<file path="config.mk">
export PLATFORM = sky130hd
export DESIGN_NAME = mulacc_simd_flow_cfu_flat
export DESIGN_NICKNAME = d
export VERILOG_FILES = /design/src/rtl/cfu_pkg.sv /design/src/rtl/mulacc_simd_flow_cfu_if.sv /design/src/rtl/mulacc_simd_dot.sv /design/src/rtl/mulacc_simd_flow_cfu.sv /design/src/flat_wrapper.sv
export SDC_FILE = /design/constraint.sdc
export NUM_CORES = 2
export LEC_CHECK = 0
export BUFFER_PORTS_ARGS = -buffer_cell sky130_fd_sc_hd__clkbuf_2
export CORE_MARGIN = 2
export CORE_UTILIZATION = 25
export CTS_CLUSTER_SIZE = 24
export DETAILED_ROUTE_END_ITERATION = 16
export PLACE_DENSITY = 0.46
export REMOVE_ABC_BUFFERS = 1
export SLEW_MARGIN = 20
export SYNTH_ARGS = -nofsm -noshare
export SYNTH_HDL_FRONTEND = slang
export SYNTH_SLANG_ARGS = --single-unit
</file>
<file path="constraint.sdc">
create_clock -name clock -period 19.4 [get_ports clock]
set_input_delay 1.94 -clock clock [delete_from_list [all_inputs] [get_ports clock]]
set_output_delay 1.94 -clock clock [all_outputs]
set_load 0.01 [all_outputs]
</file>
<file path="src/rtl/cfu_pkg.sv">
// Shared definitions for the flow-controlled SIMD MAC CFU.
// Holds the function codes accepted on req_function_id and the error codes
// returned on resp_error_id, plus a helper for the context-select width.
package cfu_pkg;

    typedef enum logic [1:0] {
        CFU_OP_CLEAR = 2'd0,
        CFU_OP_MAC_U = 2'd1,
        CFU_OP_MAC_S = 2'd2,
        CFU_OP_READ  = 2'd3
    } cfu_op_e;

    typedef enum logic [1:0] {
        ERR_NONE      = 2'd0,
        ERR_BAD_FUNC  = 2'd1,
        ERR_BAD_STATE = 2'd2
    } cfu_err_e;

    // Context-select width: at least one bit even for a single accumulator.
    function automatic int unsigned state_id_w(input int unsigned n_acc);
        return (n_acc > 1) ? $clog2(n_acc) : 1;
    endfunction

endpackage

</file>
<file path="src/rtl/mulacc_simd_flow_cfu_if.sv">
// CFU request/response bus.
// master: CPU side (drives req_*, resp_ready; receives req_ready, resp_*).
// slave : CFU side (the mirror image).
interface mulacc_simd_flow_cfu_if #(
    parameter int unsigned FUNC_W      = 3,
    parameter int unsigned TAG_W       = 6,
    parameter int unsigned REQ_DATA_W  = 32,
    parameter int unsigned RESP_DATA_W = 32,
    parameter int unsigned ERR_W       = 32,
    parameter int unsigned STATE_W     = 2
);
    logic                    req_valid;
    logic                    req_ready;
    logic [FUNC_W-1:0]       req_function_id;
    logic [STATE_W-1:0]      req_state_id;
    logic [TAG_W-1:0]        req_id;
    logic [2*REQ_DATA_W-1:0] req_data;

    logic                    resp_valid;
    logic                    resp_ready;
    logic [TAG_W-1:0]        resp_id;
    logic [RESP_DATA_W-1:0]  resp_data;
    logic                    resp_ok;
    logic [ERR_W-1:0]        resp_error_id;

    modport master (
        output req_valid, req_function_id, req_state_id, req_id, req_data, resp_ready,
        input  req_ready, resp_valid, resp_id, resp_data, resp_ok, resp_error_id
    );

    modport slave (
        input  req_valid, req_function_id, req_state_id, req_id, req_data, resp_ready,
        output req_ready, resp_valid, resp_id, resp_data, resp_ok, resp_error_id
    );
endinterface

</file>
<file path="src/rtl/mulacc_simd_dot.sv">
// SIMD dot-product slice: registers the per-lane products (S0) and presents
// their extended sum combinationally (feeds the S1 accumulator update).
// Ports: clock, reset_n, en (capture), signed_mode, a/b (packed lanes),
//        sum_c (sum of lane products extended to OUT_W).
// OUT_W must exceed 2*ELT_W.
module mulacc_simd_dot #(
    parameter int unsigned ELT_W  = 8,
    parameter int unsigned N_ELTS = 4,
    parameter int unsigned OUT_W  = 32
) (
    input  logic                    clock,
    input  logic                    reset_n,
    input  logic                    en,
    input  logic                    signed_mode,
    input  logic [ELT_W*N_ELTS-1:0] a,
    input  logic [ELT_W*N_ELTS-1:0] b,
    output logic [OUT_W-1:0]        sum_c
);
    localparam int unsigned PROD_W = 2 * ELT_W;

    logic             signed_q, signed_d;
    logic [OUT_W-1:0] lane_ext [N_ELTS];

    always_comb signed_d = en ? signed_mode : signed_q;

    always_ff @(posedge clock or negedge reset_n) begin
        if (!reset_n) signed_q <= 1'b0;
        else          signed_q <= signed_d;
    end

    for (genvar g = 0; g < N_ELTS; g++) begin : g_lane
        logic [ELT_W-1:0]  a_e, b_e;
        logic [PROD_W-1:0] a_x, b_x, prod_d, prod_q;

        // Operands pre-extended to the product width so a plain truncated
        // multiply yields the correct signed or unsigned product.
        always_comb begin
            a_e    = a[g*ELT_W +: ELT_W];
            b_e    = b[g*ELT_W +: ELT_W];
            a_x    = {{ELT_W{signed_mode & a_e[ELT_W-1]}}, a_e};
            b_x    = {{ELT_W{signed_mode & b_e[ELT_W-1]}}, b_e};
            prod_d = en ? (a_x * b_x) : prod_q;
        end

        always_ff @(posedge clock or negedge reset_n) begin
            if (!reset_n) prod_q <= '0;
            else          prod_q <= prod_d;
        end

        assign lane_ext[g] = {{(OUT_W-PROD_W){signed_q & prod_q[PROD_W-1]}}, prod_q};
    end

    always_comb begin
        sum_c = '0;
        for (int unsigned i = 0; i < N_ELTS; i++) sum_c = sum_c + lane_ext[i];
    end

endmodule

</file>
<file path="src/rtl/mulacc_simd_flow_cfu.sv">
// Flow-controlled SIMD multiply-accumulate CFU with N_ACC accumulator contexts.
// Three stages: S0 products + decoded control, S1 accumulator update,
// S2 output register. The whole pipe advances together, stalling only when
// a presented response is not taken.
// Ports: clock, reset_n (async, active-low), clock_en (0 freezes everything),
//        cfu (slave side of the CFU request/response bus).
module mulacc_simd_flow_cfu
    import cfu_pkg::*;
#(
    parameter int unsigned CFU_FUNCTION_ID_W = 3,
    parameter int unsigned CFU_REQ_RESP_ID_W = 6,
    parameter int unsigned CFU_REQ_DATA_W    = 32,
    parameter int unsigned CFU_REQ_ELT_W     = 8,
    parameter int unsigned CFU_RESP_DATA_W   = CFU_REQ_DATA_W,
    parameter int unsigned CFU_ERROR_ID_W    = CFU_RESP_DATA_W,
    parameter int unsigned N_ACC             = 4
) (
    input  logic clock,
    input  logic reset_n,
    input  logic clock_en,
    mulacc_simd_flow_cfu_if.slave cfu
);
    localparam int unsigned N_ELTS     = CFU_REQ_DATA_W / CFU_REQ_ELT_W;
    localparam int unsigned STATE_ID_W = state_id_w(N_ACC);
    localparam int unsigned TAG_W      = CFU_REQ_RESP_ID_W;
    localparam int unsigned DW         = CFU_RESP_DATA_W;

    logic adv_c, accept_c;
    logic [DW-1:0] sum_c;

    // S0 control
    logic                  v0_q, v0_d;
    logic [TAG_W-1:0]      id0_q, id0_d;
    cfu_op_e               op0_q, op0_d;
    cfu_err_e              err0_q, err0_d;
    logic [STATE_ID_W-1:0] st0_q, st0_d;
    // S1 control + post-update result
    logic                  v1_q, v1_d;
    logic [TAG_W-1:0]      id1_q, id1_d;
    cfu_err_e              err1_q, err1_d;
    logic [DW-1:0]         res1_q, res1_d;
    // S2 output register
    logic                      resp_valid_q, resp_valid_d;
    logic [TAG_W-1:0]          resp_id_q, resp_id_d;
    logic [DW-1:0]             resp_data_q, resp_data_d;
    logic                      resp_ok_q, resp_ok_d;
    logic [CFU_ERROR_ID_W-1:0] resp_error_id_q, resp_error_id_d;

    logic [DW-1:0] acc_q [N_ACC];
    logic [DW-1:0] acc_d [N_ACC];

    // Advance unless a held response is being refused; never accept in reset.
    assign adv_c         = clock_en && !(resp_valid_q && !cfu.resp_ready);
    assign cfu.req_ready = adv_c && reset_n;
    assign accept_c      = cfu.req_valid && cfu.req_ready;

    mulacc_simd_dot #(
        .ELT_W  (CFU_REQ_ELT_W),
        .N_ELTS (N_ELTS),
        .OUT_W  (DW)
    ) u_dot (
        .clock       (clock),
        .reset_n     (reset_n),
        .en          (accept_c),
        .signed_mode (cfu.req_function_id == CFU_FUNCTION_ID_W'(CFU_OP_MAC_S)),
        .a           (cfu.req_data[CFU_REQ_DATA_W-1:0]),
        .b           (cfu.req_data[2*CFU_REQ_DATA_W-1:CFU_REQ_DATA_W]),
        .sum_c       (sum_c)
    );

    // Pipeline advance, error decode and accumulator update.
    always_comb begin
        v0_d = v0_q;  id0_d = id0_q;  op0_d = op0_q;  err0_d = err0_q;  st0_d = st0_q;
        v1_d = v1_q;  id1_d = id1_q;  err1_d = err1_q;  res1_d = res1_q;
        resp_valid_d    = resp_valid_q;
        resp_id_d       = resp_id_q;
        resp_data_d     = resp_data_q;
        resp_ok_d       = resp_ok_q;
        resp_error_id_d = resp_error_id_q;
        for (int unsigned i = 0; i < N_ACC; i++) acc_d[i] = acc_q[i];

        if (adv_c) begin
            v0_d  = accept_c;
            id0_d = cfu.req_id;
            op0_d = cfu_op_e'(cfu.req_function_id[1:0]);
            st0_d = cfu.req_state_id;
            if (cfu.req_function_id > CFU_FUNCTION_ID_W'(CFU_OP_READ))
                err0_d = ERR_BAD_FUNC;
            else if (32'(cfu.req_state_id) >= N_ACC)
                err0_d = ERR_BAD_STATE;
            else
                err0_d = ERR_NONE;

            // Bubbles and erroring requests leave every context untouched.
            v1_d   = v0_q;
            id1_d  = id0_q;
            err1_d = err0_q;
            res1_d = '0;
            if (v0_q && (err0_q == ERR_NONE)) begin
                for (int unsigned i = 0; i < N_ACC; i++) begin
                    if (st0_q == STATE_ID_W'(i)) begin
                        case (op0_q)
                            CFU_OP_CLEAR:               acc_d[i] = '0;
                            CFU_OP_MAC_U, CFU_OP_MAC_S: acc_d[i] = acc_q[i] + sum_c;
                            default:                    acc_d[i] = acc_q[i];
                        endcase
                        res1_d = acc_d[i];
                    end
                end
            end

            resp_valid_d    = v1_q;
            resp_id_d       = id1_q;
            resp_data_d     = res1_q;
            resp_ok_d       = (err1_q == ERR_NONE);
            resp_error_id_d = CFU_ERROR_ID_W'(err1_q);
        end
    end

    always_ff @(posedge clock or negedge reset_n) begin
        if (!reset_n) begin
            v0_q <= 1'b0;  id0_q <= '0;  op0_q <= CFU_OP_CLEAR;  err0_q <= ERR_NONE;  st0_q <= '0;
            v1_q <= 1'b0;  id1_q <= '0;  err1_q <= ERR_NONE;  res1_q <= '0;
            resp_valid_q    <= 1'b0;
            resp_id_q       <= '0;
            resp_data_q     <= '0;
            resp_ok_q       <= 1'b1;
            resp_error_id_q <= '0;
            for (int unsigned i = 0; i < N_ACC; i++) acc_q[i] <= '0;
        end else begin
            v0_q <= v0_d;  id0_q <= id0_d;  op0_q <= op0_d;  err0_q <= err0_d;  st0_q <= st0_d;
            v1_q <= v1_d;  id1_q <= id1_d;  err1_q <= err1_d;  res1_q <= res1_d;
            resp_valid_q    <= resp_valid_d;
            resp_id_q       <= resp_id_d;
            resp_data_q     <= resp_data_d;
            resp_ok_q       <= resp_ok_d;
            resp_error_id_q <= resp_error_id_d;
            for (int unsigned i = 0; i < N_ACC; i++) acc_q[i] <= acc_d[i];
        end
    end

    assign cfu.resp_valid    = resp_valid_q;
    assign cfu.resp_id       = resp_id_q;
    assign cfu.resp_data     = resp_data_q;
    assign cfu.resp_ok       = resp_ok_q;
    assign cfu.resp_error_id = resp_error_id_q;

endmodule

</file>
<file path="src/flat_wrapper.sv">
// flat-port wrapper written by rule: the top's interface ports become plain ports
module mulacc_simd_flow_cfu_flat import cfu_pkg::*;
#(
    parameter int unsigned CFU_FUNCTION_ID_W = 3,
    parameter int unsigned CFU_REQ_RESP_ID_W = 6,
    parameter int unsigned CFU_REQ_DATA_W    = 32,
    parameter int unsigned CFU_REQ_ELT_W     = 8,
    parameter int unsigned CFU_RESP_DATA_W   = CFU_REQ_DATA_W,
    parameter int unsigned CFU_ERROR_ID_W    = CFU_RESP_DATA_W,
    parameter int unsigned N_ACC             = 4
)
  (clock, reset_n, clock_en, cfu_req_valid, cfu_req_function_id, cfu_req_state_id, cfu_req_id, cfu_req_data, cfu_resp_ready, cfu_req_ready, cfu_resp_valid, cfu_resp_id, cfu_resp_data, cfu_resp_ok, cfu_resp_error_id);
  mulacc_simd_flow_cfu_if #(.FUNC_W(3), .TAG_W(6), .REQ_DATA_W(32), .RESP_DATA_W(32), .ERR_W(32), .STATE_W(2)) cfu_i ();
  input  logic clock;
  input  logic reset_n;
  input  logic clock_en;
  input wire logic [$bits(cfu_i.req_valid)-1:0] cfu_req_valid;
  input wire logic [$bits(cfu_i.req_function_id)-1:0] cfu_req_function_id;
  input wire logic [$bits(cfu_i.req_state_id)-1:0] cfu_req_state_id;
  input wire logic [$bits(cfu_i.req_id)-1:0] cfu_req_id;
  input wire logic [$bits(cfu_i.req_data)-1:0] cfu_req_data;
  input wire logic [$bits(cfu_i.resp_ready)-1:0] cfu_resp_ready;
  output wire logic [$bits(cfu_i.req_ready)-1:0] cfu_req_ready;
  output wire logic [$bits(cfu_i.resp_valid)-1:0] cfu_resp_valid;
  output wire logic [$bits(cfu_i.resp_id)-1:0] cfu_resp_id;
  output wire logic [$bits(cfu_i.resp_data)-1:0] cfu_resp_data;
  output wire logic [$bits(cfu_i.resp_ok)-1:0] cfu_resp_ok;
  output wire logic [$bits(cfu_i.resp_error_id)-1:0] cfu_resp_error_id;
  assign cfu_i.req_valid = cfu_req_valid;
  assign cfu_i.req_function_id = cfu_req_function_id;
  assign cfu_i.req_state_id = cfu_req_state_id;
  assign cfu_i.req_id = cfu_req_id;
  assign cfu_i.req_data = cfu_req_data;
  assign cfu_i.resp_ready = cfu_resp_ready;
  assign cfu_req_ready = cfu_i.req_ready;
  assign cfu_resp_valid = cfu_i.resp_valid;
  assign cfu_resp_id = cfu_i.resp_id;
  assign cfu_resp_data = cfu_i.resp_data;
  assign cfu_resp_ok = cfu_i.resp_ok;
  assign cfu_resp_error_id = cfu_i.resp_error_id;
  mulacc_simd_flow_cfu #(.CFU_FUNCTION_ID_W(CFU_FUNCTION_ID_W), .CFU_REQ_RESP_ID_W(CFU_REQ_RESP_ID_W), .CFU_REQ_DATA_W(CFU_REQ_DATA_W), .CFU_REQ_ELT_W(CFU_REQ_ELT_W), .CFU_RESP_DATA_W(CFU_RESP_DATA_W), .CFU_ERROR_ID_W(CFU_ERROR_ID_W), .N_ACC(N_ACC)) u_core (.clock(clock), .reset_n(reset_n), .clock_en(clock_en), .cfu(cfu_i));
endmodule
</file>
==> metrics.txt <==
Post-synth ARST share 1.00; share of cells above drive strength 1 0.0788; Clock Latency Late Sink between 0.5 and 0.6 ns; antenna-violating nets left 0; most frequent CP cell a21oi_1; port bufs 121; most common cell in the synthesized netlist nand2_1; max-slew violations 0; Die Ht ~360 um; critical path data arrival time 8.74 ns; setup TNS 0 ns; Cell variety after synth 93; fin nets about 4.3k; post-synthesis sequential area ratio 0.228; Num CTS Buffers 41; syn avg cell area 8.74 sq um; Clock transition at path regs 0.06 ns; total congestion overflow 0; global-route wire length before repair ~150,000 um; Die ar. 129,000 sq um; synthesis-to-layout area growth 11.7%; TritonRoute pass-1 iters 5; most frequent cells after synthesis nand2_1, inv_1, ha_1; Crit Path Class flop to flop; Final Wtd Congestion approximately 0.88; Site Rows 130; clk root buf clkbuf_16; synth top area cells dfrtp_1, fa_1, ha_1; startpoint class of the critical path flop; Warnings, synthesis 0; initial DRC count roughly 1.5k; WL final ~98,000 um; die width 359 um; RSZ-0062 raised after global routing false; Fin Clk Skew 0.0366 ns; CP max-delay cell o41ai_4; CTS Hold Buffers Added 0; Max-Cap Viols 0; register bit total from synthesis 286; vias in the first global route 25.8k; Post-synth EDFFs 0; Synth top area share 0.227; Via density ~4.7; CTS sink cnt 286; Least-Margin Pin Slew 1.17 ns; post-synth top area cell dfrtp_1; reg2reg setup slack 11.18 ns; Max clock buf depth 3; post-cts sizing count 0; detailed placer's ending HPWL between 70,000 and 80,000 um; Setup crit end kind flop; CTS tree done; slew margin rel. 0.216; Critical Path RT 19.92 ns; largest net degree at the start of global routing 81; Tmin final 8.22 ns; postcts setup bufs 0; H-tree levels 2; Via Count 25.1k; fmax 0.122 GHz; Post-synth top flop dfrtp_1; CP max FO 7; outcome completed; Worst Hold Class flop to flop; Cells after Synth 3,599; gr usage total 0.153; WL per Instance between 15 and 20 um; core area 125,000 sq um; Critical Path Max Stage Delay 0.57 ns; final hold vios 0; period utilization 0.424; initial core utilization 0.251; # IOs 153; DRC Markers 0; antenna violations before repair 2; Mapped Area 31,500 sq um; # setup viols final 0; Fillers between 10k and 15k
## placed cells by master, fill, tap and decap left out, types with 11 or more instances in the layout
master / count
a211oi_1: 21
a21o_1: 78
a21oi_1: 182
a221oi_1: 16
a22o_1: 25
a22oi_1: 44
a31oi_1: 23
a32o_1: 13
a32oi_1: 12
and2_1: 133
and3_1: 35
buf_4: 31
clkbuf_1: 12
clkbuf_16: 42
clkbuf_2: 120
clkbuf_8: 11
conb_1: 31
dfrtp_1: 284
fa_1: 276
ha_1: 294
inv_1: 408
mux2_2: 33
mux2i_1: 16
nand2_1: 598
nand2b_1: 44
nand3_1: 49
nor2_1: 103
nor2b_1: 19
nor3_1: 29
o211ai_1: 13
o21a_1: 18
o21ai_0: 182
o21ai_1: 39
o21bai_1: 54
o31a_1: 13
or2_2: 16
or3_1: 16
xnor2_1: 145
xor2_1: 47
## through the flow
stage	instances	area, sq um	utilization	hold slack [ns]	setup WS [ns]
final	5332	35100	0.280	0.463	11.18
after CTS	5331	35100	0.280	0.463	11.20
after global placement	5258	33800	0.270	0.445	11.33
after global routing	5331	35100	0.280	0.493	10.54
after detailed placement	5258	33800	0.270	0.449	11.17
after floorplan	3456	30800	-	0.427	9.78
## worst paths after layout
check                                                 startpoint                     to  depth (start not counted)
worst max-delay path            u_core.u_dot.g_lane[0].prod_q[0]      u_core.res1_q[23]                         29
worst min-delay path                             u_core.id1_q[4]  u_core.cfu.resp_id[4]                          2
worst max register to register  u_core.u_dot.g_lane[0].prod_q[0]      u_core.res1_q[23]                         29
worst min register to register                   u_core.id1_q[4]  u_core.cfu.resp_id[4]                          2
max in group asynchronous                                reset_n        u_core.st0_q[0]                          3
min in group asynchronous                                reset_n       u_core.acc_q[40]                          1
## cell families (layout without fill, tap and decap cells)
family	Yosys count	in the layout	share of synthesized area
adders and majority gates	571	571	0.293
and+or+nand+nor	1083	1083	0.157
DFF	286	286	0.228
AOI/OAI and AO/OA	830	830	0.175
other	1	32	0.000119
muxes	54	54	0.0201
buffers and inverters	581	633	0.0732
xor gates and xnor gates	193	193	0.0540
## sequential cells by signal, summed over array words and instances, names as in the netlist
signal                      flops
u_core.id1_q                    6
u_core.id0_q                    6
u_core.op0_q                    2
u_core.cfu.resp_error_id        1
u_core.v0_q                     1
u_core.cfu.resp_valid           1
u_core.cfu.resp_id              6
u_core.u_dot.g_lane.prod_q     64
u_core.cfu.resp_ok              1
u_core.v1_q                     1
u_core.acc_q                  128
u_core.cfu.resp_data           32
u_core.err1_q                   1
u_core.u_dot.signed_q           1
u_core.err0_q                   1
u_core.st0_q                    2
u_core.res1_q                  32
## critical path, delay by kind of cell (launching register included)
family / cells / cell delay [ns]
flip-flops: 1 / 0.38
AND/OR/NAND/NOR: 2 / 0.62
XOR/XNOR: 3 / 0.75
buffers and inverters: 1 / 0.04
AO/OA/AOI/OAI: 18 / 4.56
adder cells (fa/ha/maj): 5 / 1.80
## area by class of cell
class	count	area (sq um)	share of cell area
Clock buffer	65	1250	0.0355
Tap cell	1650	2060	0.0588
Clock inverter	8	110	0.00313
Sequential cell	286	7160	0.204
Timing Repair Buffer	152	848	0.0242
Inverter	408	1530	0.0436
Antenna cell	1	2.50	0.0000712
Multi-Input combinational cell	2762	22200	0.631
## metal layers
| metal | share of wire | wire (um) | vias to the layer above | GRT usage |
|---|---|---|---|---|
| li1 | - | - | 12200 | - |
| met1 | 0.46 | 45400 | 12300 | 0.210 |
| met2 | 0.47 | 46500 | 488 | 0.260 |
| met3 | 0.045 | 4370 | 97 | 0.0174 |
| met4 | 0.017 | 1710 | 2 | 0.0306 |
| met5 | 0.00016 | 16 | - | 0 |
Power is not shown: default switching activity piles up to over one toggle a cycle in this logic, so the estimate is an artifact.
